===== src/rtl/rs_hs_pipeline_tail.sv =====
// Tail of a pipelined valid/ready channel: absorbs in-flight beats in an
// almost-full FIFO and presents a first-word-fall-through read interface.
module rs_hs_pipeline_tail #(
  parameter int unsigned DATA_WIDTH     = 32,
  parameter int unsigned PIPELINE_LEVEL = 2,
  parameter int unsigned FIFO_DEPTH     = 16
) (
  input  logic                               clk,
  input  logic                               reset,
  input  logic [DATA_WIDTH-1:0]              if_din,
  input  logic                               if_write,
  output logic                               if_full_n,
  output logic [DATA_WIDTH-1:0]              if_dout,
  output logic                               if_empty_n,
  input  logic                               if_read,
  output logic [$clog2(FIFO_DEPTH+1)-1:0]    occupancy,
  output logic                               overflow_err
);

  localparam int unsigned CW     = $clog2(FIFO_DEPTH + 1);
  localparam int unsigned PW     = (FIFO_DEPTH > 1) ? $clog2(FIFO_DEPTH) : 1;
  localparam int unsigned GRACE  = 2 * PIPELINE_LEVEL + 1;
  localparam int unsigned THRESH = FIFO_DEPTH - GRACE;

  logic [DATA_WIDTH-1:0] mem [FIFO_DEPTH];
  logic [CW-1:0]         count;
  logic [CW-1:0]         count_next;
  logic [PW-1:0]         wr_ptr;
  logic [PW-1:0]         rd_ptr;
  logic [PW-1:0]         wr_ptr_next;
  logic [PW-1:0]         rd_ptr_next;
  logic                  wr_en;
  logic                  rd_en;
  logic                  full;
  logic                  empty;
  logic                  overflow_hit;
  logic [DATA_WIDTH-1:0] head_next;

  // Enables, next pointers/count, and the head entry as seen after this edge
  always_comb begin
    full         = (count == CW'(FIFO_DEPTH));
    empty        = (count == '0);
    rd_en        = if_read && !empty;
    wr_en        = if_write && (!full || rd_en);
    overflow_hit = if_write && full && !rd_en;
    count_next   = count + CW'(wr_en) - CW'(rd_en);

    wr_ptr_next = wr_ptr;
    if (wr_en) begin
      wr_ptr_next = (wr_ptr == PW'(FIFO_DEPTH - 1)) ? '0 : wr_ptr + PW'(1);
    end
    rd_ptr_next = rd_ptr;
    if (rd_en) begin
      rd_ptr_next = (rd_ptr == PW'(FIFO_DEPTH - 1)) ? '0 : rd_ptr + PW'(1);
    end

    // A beat written into the slot that becomes the head bypasses storage
    head_next = (wr_en && (wr_ptr == rd_ptr_next)) ? if_din : mem[rd_ptr_next];
  end

  always_ff @(posedge clk) begin
    if (wr_en && !reset) begin
      mem[wr_ptr] <= if_din;
    end
  end

  always_ff @(posedge clk) begin
    if (reset) begin
      count        <= '0;
      wr_ptr       <= '0;
      rd_ptr       <= '0;
      if_full_n    <= 1'b0;
      if_empty_n   <= 1'b0;
      if_dout      <= '0;
      overflow_err <= 1'b0;
    end else begin
      count        <= count_next;
      wr_ptr       <= wr_ptr_next;
      rd_ptr       <= rd_ptr_next;
      if_full_n    <= (count_next < CW'(THRESH));
      if_empty_n   <= (count_next != '0);
      if_dout      <= head_next;
      overflow_err <= overflow_err || overflow_hit;
    end
  end

  assign occupancy = count;

endmodule


===== config.mk =====
export PLATFORM = sky130hd
export DESIGN_NAME = rs_hs_pipeline_tail
export DESIGN_NICKNAME = d
export VERILOG_FILES = /design/src/rtl/rs_hs_pipeline_tail.sv
export SDC_FILE = /design/constraint.sdc
export NUM_CORES = 1
export LEC_CHECK = 0
export ABC_AREA = 1
export BUFFER_PORTS_ARGS = -buffer_cell sky130_fd_sc_hd__buf_2
export CORE_ASPECT_RATIO = 1.5
export CORE_MARGIN = 2
export CORE_UTILIZATION = 58
export CTS_BUF_LIST = sky130_fd_sc_hd__clkbuf_8
export CTS_CLUSTER_DIAMETER = 30
export CTS_CLUSTER_SIZE = 8
export DETAILED_ROUTE_END_ITERATION = 10
export PLACE_DENSITY = 0.82
export SLEW_MARGIN = 5
export SYNTH_ARGS = -nofsm -noshare
export SYNTH_HDL_FRONTEND = slang
export SYNTH_SLANG_ARGS = --single-unit

===== constraint.sdc =====
create_clock -name clk -period 4.1 [get_ports clk]
set_clock_uncertainty 0.05 [all_clocks]
set_input_delay 0.82 -clock clk [delete_from_list [all_inputs] [get_ports clk]]
set_output_delay 0.82 -clock clk [all_outputs]
set_load 0.02 [all_outputs]

Word-level counts from Yosys, hierarchy flattened --
Memories as Yosys holds them, arrays and structs flattened. A register that Yosys moved wholly into a read port is not among the register bits. Index checks and enable logic that the tools add are counted.
Word-level totals: input bits 36, memories 1, output and inout bits 40, bits in writable memories 512, word-level logic and storage cells 33, bits in registers 16
Cells by class: reduce and logical (&&, ||, !) cells 13, order comparisons 1, add/sub/neg operators 4, equal/unequal tests 3, muxes and demuxes 5
Memories:
- mem | words 16, bits a word 32, read ports 1, clocked after memory_dff 1, write ports 1, line 25 | logic [DATA_WIDTH-1:0] mem [FIFO_DEPTH];
Operator list (number):
- $mux 4 | 3
- $add 4x1->4 const B | 2
- $eq 4x4->1 const B | 2
- $add 5x1->5 | 1
- $eq 5x5->1 const B | 1
- $logic_and 1x1->1 | 5
- $logic_not 5->1 | 1
- $lt 5x4->1 const B | 1
- $reduce_bool 5->1 | 1
- $sub 5x1->5 | 1
- $logic_not 1->1 | 4
- $logic_or 1x1->1 | 2
- $mux 1 | 2

Logic depth before layout (Yosys ltp) --
depth after elaboration 8, gate-level depth with buffers 16, mapped depth without buffers 16

Worst setup path after synthesis --
OpenSTA, ideal clock, no wires.
path type register to register, from register count[2] (netlist: occupancy[2]), to memory mem[7][0], enable pin, stages on the path, launching flop included 9, library setup time 0.461 ns, path slack 0.069 ns, arrival 3.520 ns, cells stage by stage dfxtp_1 -> inv_1 -> ha_1 -> nor3b_1 -> nand3_1 -> nand2_1 -> inv_1 -> nand2_1 -> nor3_1
On the way: word-level cells in the longest chain between the ends 8, elaborated cells between the ends (all ways) 10
RTL lines:
- start, declared | line 26 | logic [CW-1:0] count;
- start signal, assigned | line 77 | count <= count_next;
- $logic_not 5->1 | line 42 | empty = (count == '0);
- $logic_not 1->1 | line 43 | rd_en = if_read && !empty;
- $logic_and 1x1->1 | line 43
- $logic_or 1x1->1 (*) | line 44 | wr_en = if_write && (!full || rd_en);
- $logic_and 1x1->1 (*) | line 44
- $logic_and 1x1->1 (*) | line 62 | if (wr_en && !reset) begin
- $mux 1 (*) | line 62
- $mux 1 (not written as such) (*) | line 63 | mem[wr_ptr] <= if_din;
- end, declared | line 25
Mark *: on every way between the ends. The rest lies on a longest branch, timed or not.

Final worst setup path --
from register count[3] (netlist: occupancy[3]), to register if_empty_n
On the way: word-level cells in the longest chain between the ends 8, elaborated cells between the ends (all ways) 10
RTL lines:
- $logic_not 5->1 | line 42
- $logic_not 1->1 | line 43
- $logic_and 1x1->1 | line 43
- $logic_or 1x1->1 | line 44
- $logic_and 1x1->1 | line 44
- $add 5x1->5 | line 46 | count_next = count + CW'(wr_en) - CW'(rd_en);
- $sub 5x1->5 (*) | line 46
- $reduce_bool 5->1 (*) | line 81 | if_empty_n <= (count_next != '0);
- end signal, assigned | line 81
- end, declared | line 14 | output logic if_empty_n,
Marked as above. A chain may end at the register's enable or synchronous reset.

==> results.ini <==
[yosys]
synth-seq-area-share_pct = 65.4
ys_seq_elements = 560
synth_top_cell_area_share_pct = 61.6
synth-warning-count = 0
synth.largest_area_cell = sky130_fd_sc_hd__edfxtp_1
synthCells = 2531
synth_cell_types = 30
syn-num-nets = 2579
syn_avg_cell_area_um2 = 9.87
synth.top_cells.by_area = sky130_fd_sc_hd__edfxtp_1 62%, sky130_fd_sc_hd__nand3_1 14%, sky130_fd_sc_hd__inv_1 9.5%, sky130_fd_sc_hd__nand2_1 6.7%, sky130_fd_sc_hd__dfxtp_1 3.8%
syn_area_um2 = 25000

[timing]
final_max_slew_viol_count = 0
hold_violations = 0
final_min_period_over_clock_period_pct = 79.8
setup_viol = 0
unrepaired_setup_endpoints_after_global_routing = false
max_slew_margin_pct = 30.6
layout_setup_ws_ns = 0.830
tightestPinTransition_ns = 1.04
final.min_clock_period_ns = 3.27
fin_setup_tns_ns = 0
fmaxAchievable_ghz = 0.306

[die]
floorplan_core_area_um2 = 42700
top_level_ports = 76
die_h_um = 258
die_width_um = 173
placement_rows = 93
start_util_pct = 58.5
floorplan.die_area_um2 = 44800

[finish]
mostFrequentLayoutCell = sky130_fd_sc_hd__inv_1
layout.cells.most_common_list = 687 x sky130_fd_sc_hd__inv_1, 680 x sky130_fd_sc_hd__nand3_1, 512 x sky130_fd_sc_hd__edfxtp_1, 442 x sky130_fd_sc_hd__nand2_1, 87 x sky130_fd_sc_hd__clkbuf_8
filler_cell_count = 3059
final-seq-area_um2 = 16300
post_route_cells_drive_above_1_share_pct = 9.22
area_added_between_synthesis_and_finish_pct = 10.5
multiInputGateArea_um2 = 5760
numnets_final = 2650

[clock_network]
cts.sink_count = 560
cts_hold_buf = 0
cts_root_buffer = sky130_fd_sc_hd__clkbuf_8
cts_buffer_depth = 3
clock_tree_from_tritoncts = yes
cts_setup_buffers = 0
htree_levels = 3
worst_setup_hold_path_clk_slew_ns = 0.07
clock_latency_ns = 0.64
cts_made_buffers = 83
cts_resized = 0

[placed_design]
place.gp.congestion = 0.873
port-buffer-count = 75
worst_setup_slack_before_clock_tree_synthesis_ns = 0.828
dp_hpwl_um = 33700

[setup_path]
critPathRequiredTime_ns = 4.56
timing_worst_setup_path_type = reg2reg
worst_setup_ep_type = flop
worstPathArrival_ns = 3.73
cp_max_fo = 6
type_of_element_launching_the_critical_path = flop

[drt]
detailroute.via_count = 18336
vias_per_cell = 5.66
drt-pass1-iter-count = 7
drtIter0Drc = 2304
final_antenna_net_count = 0
drc_errors = 0
route.final.wire_length_um = 64200
avgRoutedWirePerCell_um = 19.8

[global_route]
grt_pass1_vias = 18653
grtUsageTotal_pct = 28.7
grt.overflow.total = 0
grt_pass1_wl_um = 98000
largest_net_degree_at_the_start_of_global_routing = 132
antenna_found_initial = 4

[flow_run]
timing.max_cap.violations = 0

[hold_path]
min-delay-path-class = reg2reg

[power]
cellPowerDensity_nw_per_um2 = 593
power.ir.vdd_worst_uv = 575
total_leakage_power_uw = 0.0126

[run_status]
run_status = finished, final reports clean

## critical path, stage by stage (launching register included)
cell                      delay [ns]
sky130_fd_sc_hd__dfxtp_1        0.33
sky130_fd_sc_hd__inv_1          0.09
sky130_fd_sc_hd__ha_1           0.19
sky130_fd_sc_hd__nor3b_1        0.31
sky130_fd_sc_hd__nand3_1        0.17
sky130_fd_sc_hd__nand2_1        0.28
sky130_fd_sc_hd__ha_1           0.28
sky130_fd_sc_hd__inv_1          0.05
sky130_fd_sc_hd__ha_1           0.15
sky130_fd_sc_hd__inv_1          0.07
sky130_fd_sc_hd__fa_1           0.44
sky130_fd_sc_hd__inv_1          0.09
sky130_fd_sc_hd__a21oi_1        0.07
sky130_fd_sc_hd__nor2_1         0.12
sky130_fd_sc_hd__nor2_1         0.07
sky130_fd_sc_hd__xor2_1         0.23
sky130_fd_sc_hd__a31oi_1        0.13
## sequential cells by signal, summed over array words and instances, names as in the netlist
register / count
rd_ptr: 4
mem: 512
if_empty_n: 1
if_full_n: 1
wr_ptr: 4
overflow_err: 1
occupancy: 5
if_dout: 32
## final cells by class
| cell class | count | area share (%) |
|---|---|---|
| sequential | 560 | 59.2 |
| multi-input combinational | 1203 | 20.9 |
| inverter | 635 | 8.64 |
| clock buffer | 87 | 4.34 |
| timing repair buffer | 119 | 3.15 |
| tap | 570 | 2.58 |
| clock inverter | 63 | 1.18 |
| antenna | 4 | 0.0363 |
## per-stage QoR
step / instance area [um^2] / hold slack (ns) / utilization [%] / instances / power [uW]
floorplan: 25000 / 0.450 / - / 2531 / 10600
global placement: 26100 / 0.384 / 61.0 / 3087 / 11900
detailed placement: 26100 / 0.390 / 61.0 / 3087 / 12100
global route: 27600 / 0.424 / 64.6 / 3241 / 17100
CTS: 27600 / 0.392 / 64.6 / 3237 / 16300
finish: 27600 / 0.399 / 64.6 / 3241 / 16400
## Yosys cell counts
cell and n:
sky130_fd_sc_hd__a21oi_1 7, sky130_fd_sc_hd__a31oi_1 1, sky130_fd_sc_hd__buf_1 9, sky130_fd_sc_hd__buf_2 95
sky130_fd_sc_hd__buf_4 8, sky130_fd_sc_hd__buf_6 3, sky130_fd_sc_hd__clkbuf_1 18, sky130_fd_sc_hd__clkinv_1 1
sky130_fd_sc_hd__dfxtp_1 48, sky130_fd_sc_hd__edfxtp_1 512, sky130_fd_sc_hd__fa_1 1, sky130_fd_sc_hd__ha_1 11
sky130_fd_sc_hd__inv_1 631, sky130_fd_sc_hd__inv_2 3, sky130_fd_sc_hd__nand2_1 445, sky130_fd_sc_hd__nand2_2 5
sky130_fd_sc_hd__nand2_4 1, sky130_fd_sc_hd__nand3_1 681, sky130_fd_sc_hd__nand3_2 1, sky130_fd_sc_hd__nand4_1 2
sky130_fd_sc_hd__nor2_1 26, sky130_fd_sc_hd__nor2_2 1, sky130_fd_sc_hd__nor2_4 1, sky130_fd_sc_hd__nor3_1 5
sky130_fd_sc_hd__nor3b_1 1, sky130_fd_sc_hd__o211a_1 1, sky130_fd_sc_hd__o21ai_0 4, sky130_fd_sc_hd__o21ai_1 3
sky130_fd_sc_hd__xnor2_1 2, sky130_fd_sc_hd__xor2_1 4
## kinds of logic (layout without fill, tap and decap cells)
family	count (synthesis)	after routing	share of synthesized area (%)
buffers and inverters	768	904	12.2
and+or+nand+nor	1169	1169	21.2
adders and majority gates	12	12	0.631
xor gates and xnor gates	6	6	0.210
DFF	560	560	65.4
other	0	4	0
AOI/OAI and AO/OA	16	16	0.346
## power by group
| part | total (uW) | switching [uW] | internal [uW] | leakage [uW] |
|---|---|---|---|---|
| clock network | 4210 | 2060 | 2140 | 0.000974 |
| logic | 5500 | 3900 | 1600 | 0.00657 |
| registers | 6640 | 154 | 6490 | 0.00501 |
## metal layers
metal | wire [um] | up-vias | global-route usage, %
met5 | 0 | - | 0
met3 | 6970 | 326 | 5.54
met2 | 31600 | 1220 | 49.2
met4 | 4140 | 0 | 20.7
met1 | 21500 | 8500 | 32.1
li1 | - | 8290 | -
## final timing paths
path / from / end / slack (ns) / cells past startpoint
max: occupancy[3] / if_empty_n / 0.83 / 16
min: overflow_err / overflow_err / 0.40 / 2
max reg2reg: occupancy[3] / if_empty_n / 0.83 / 16
min reg2reg: overflow_err / overflow_err / 0.40 / 2
Note: power is estimated with default switching activity, not from simulation.
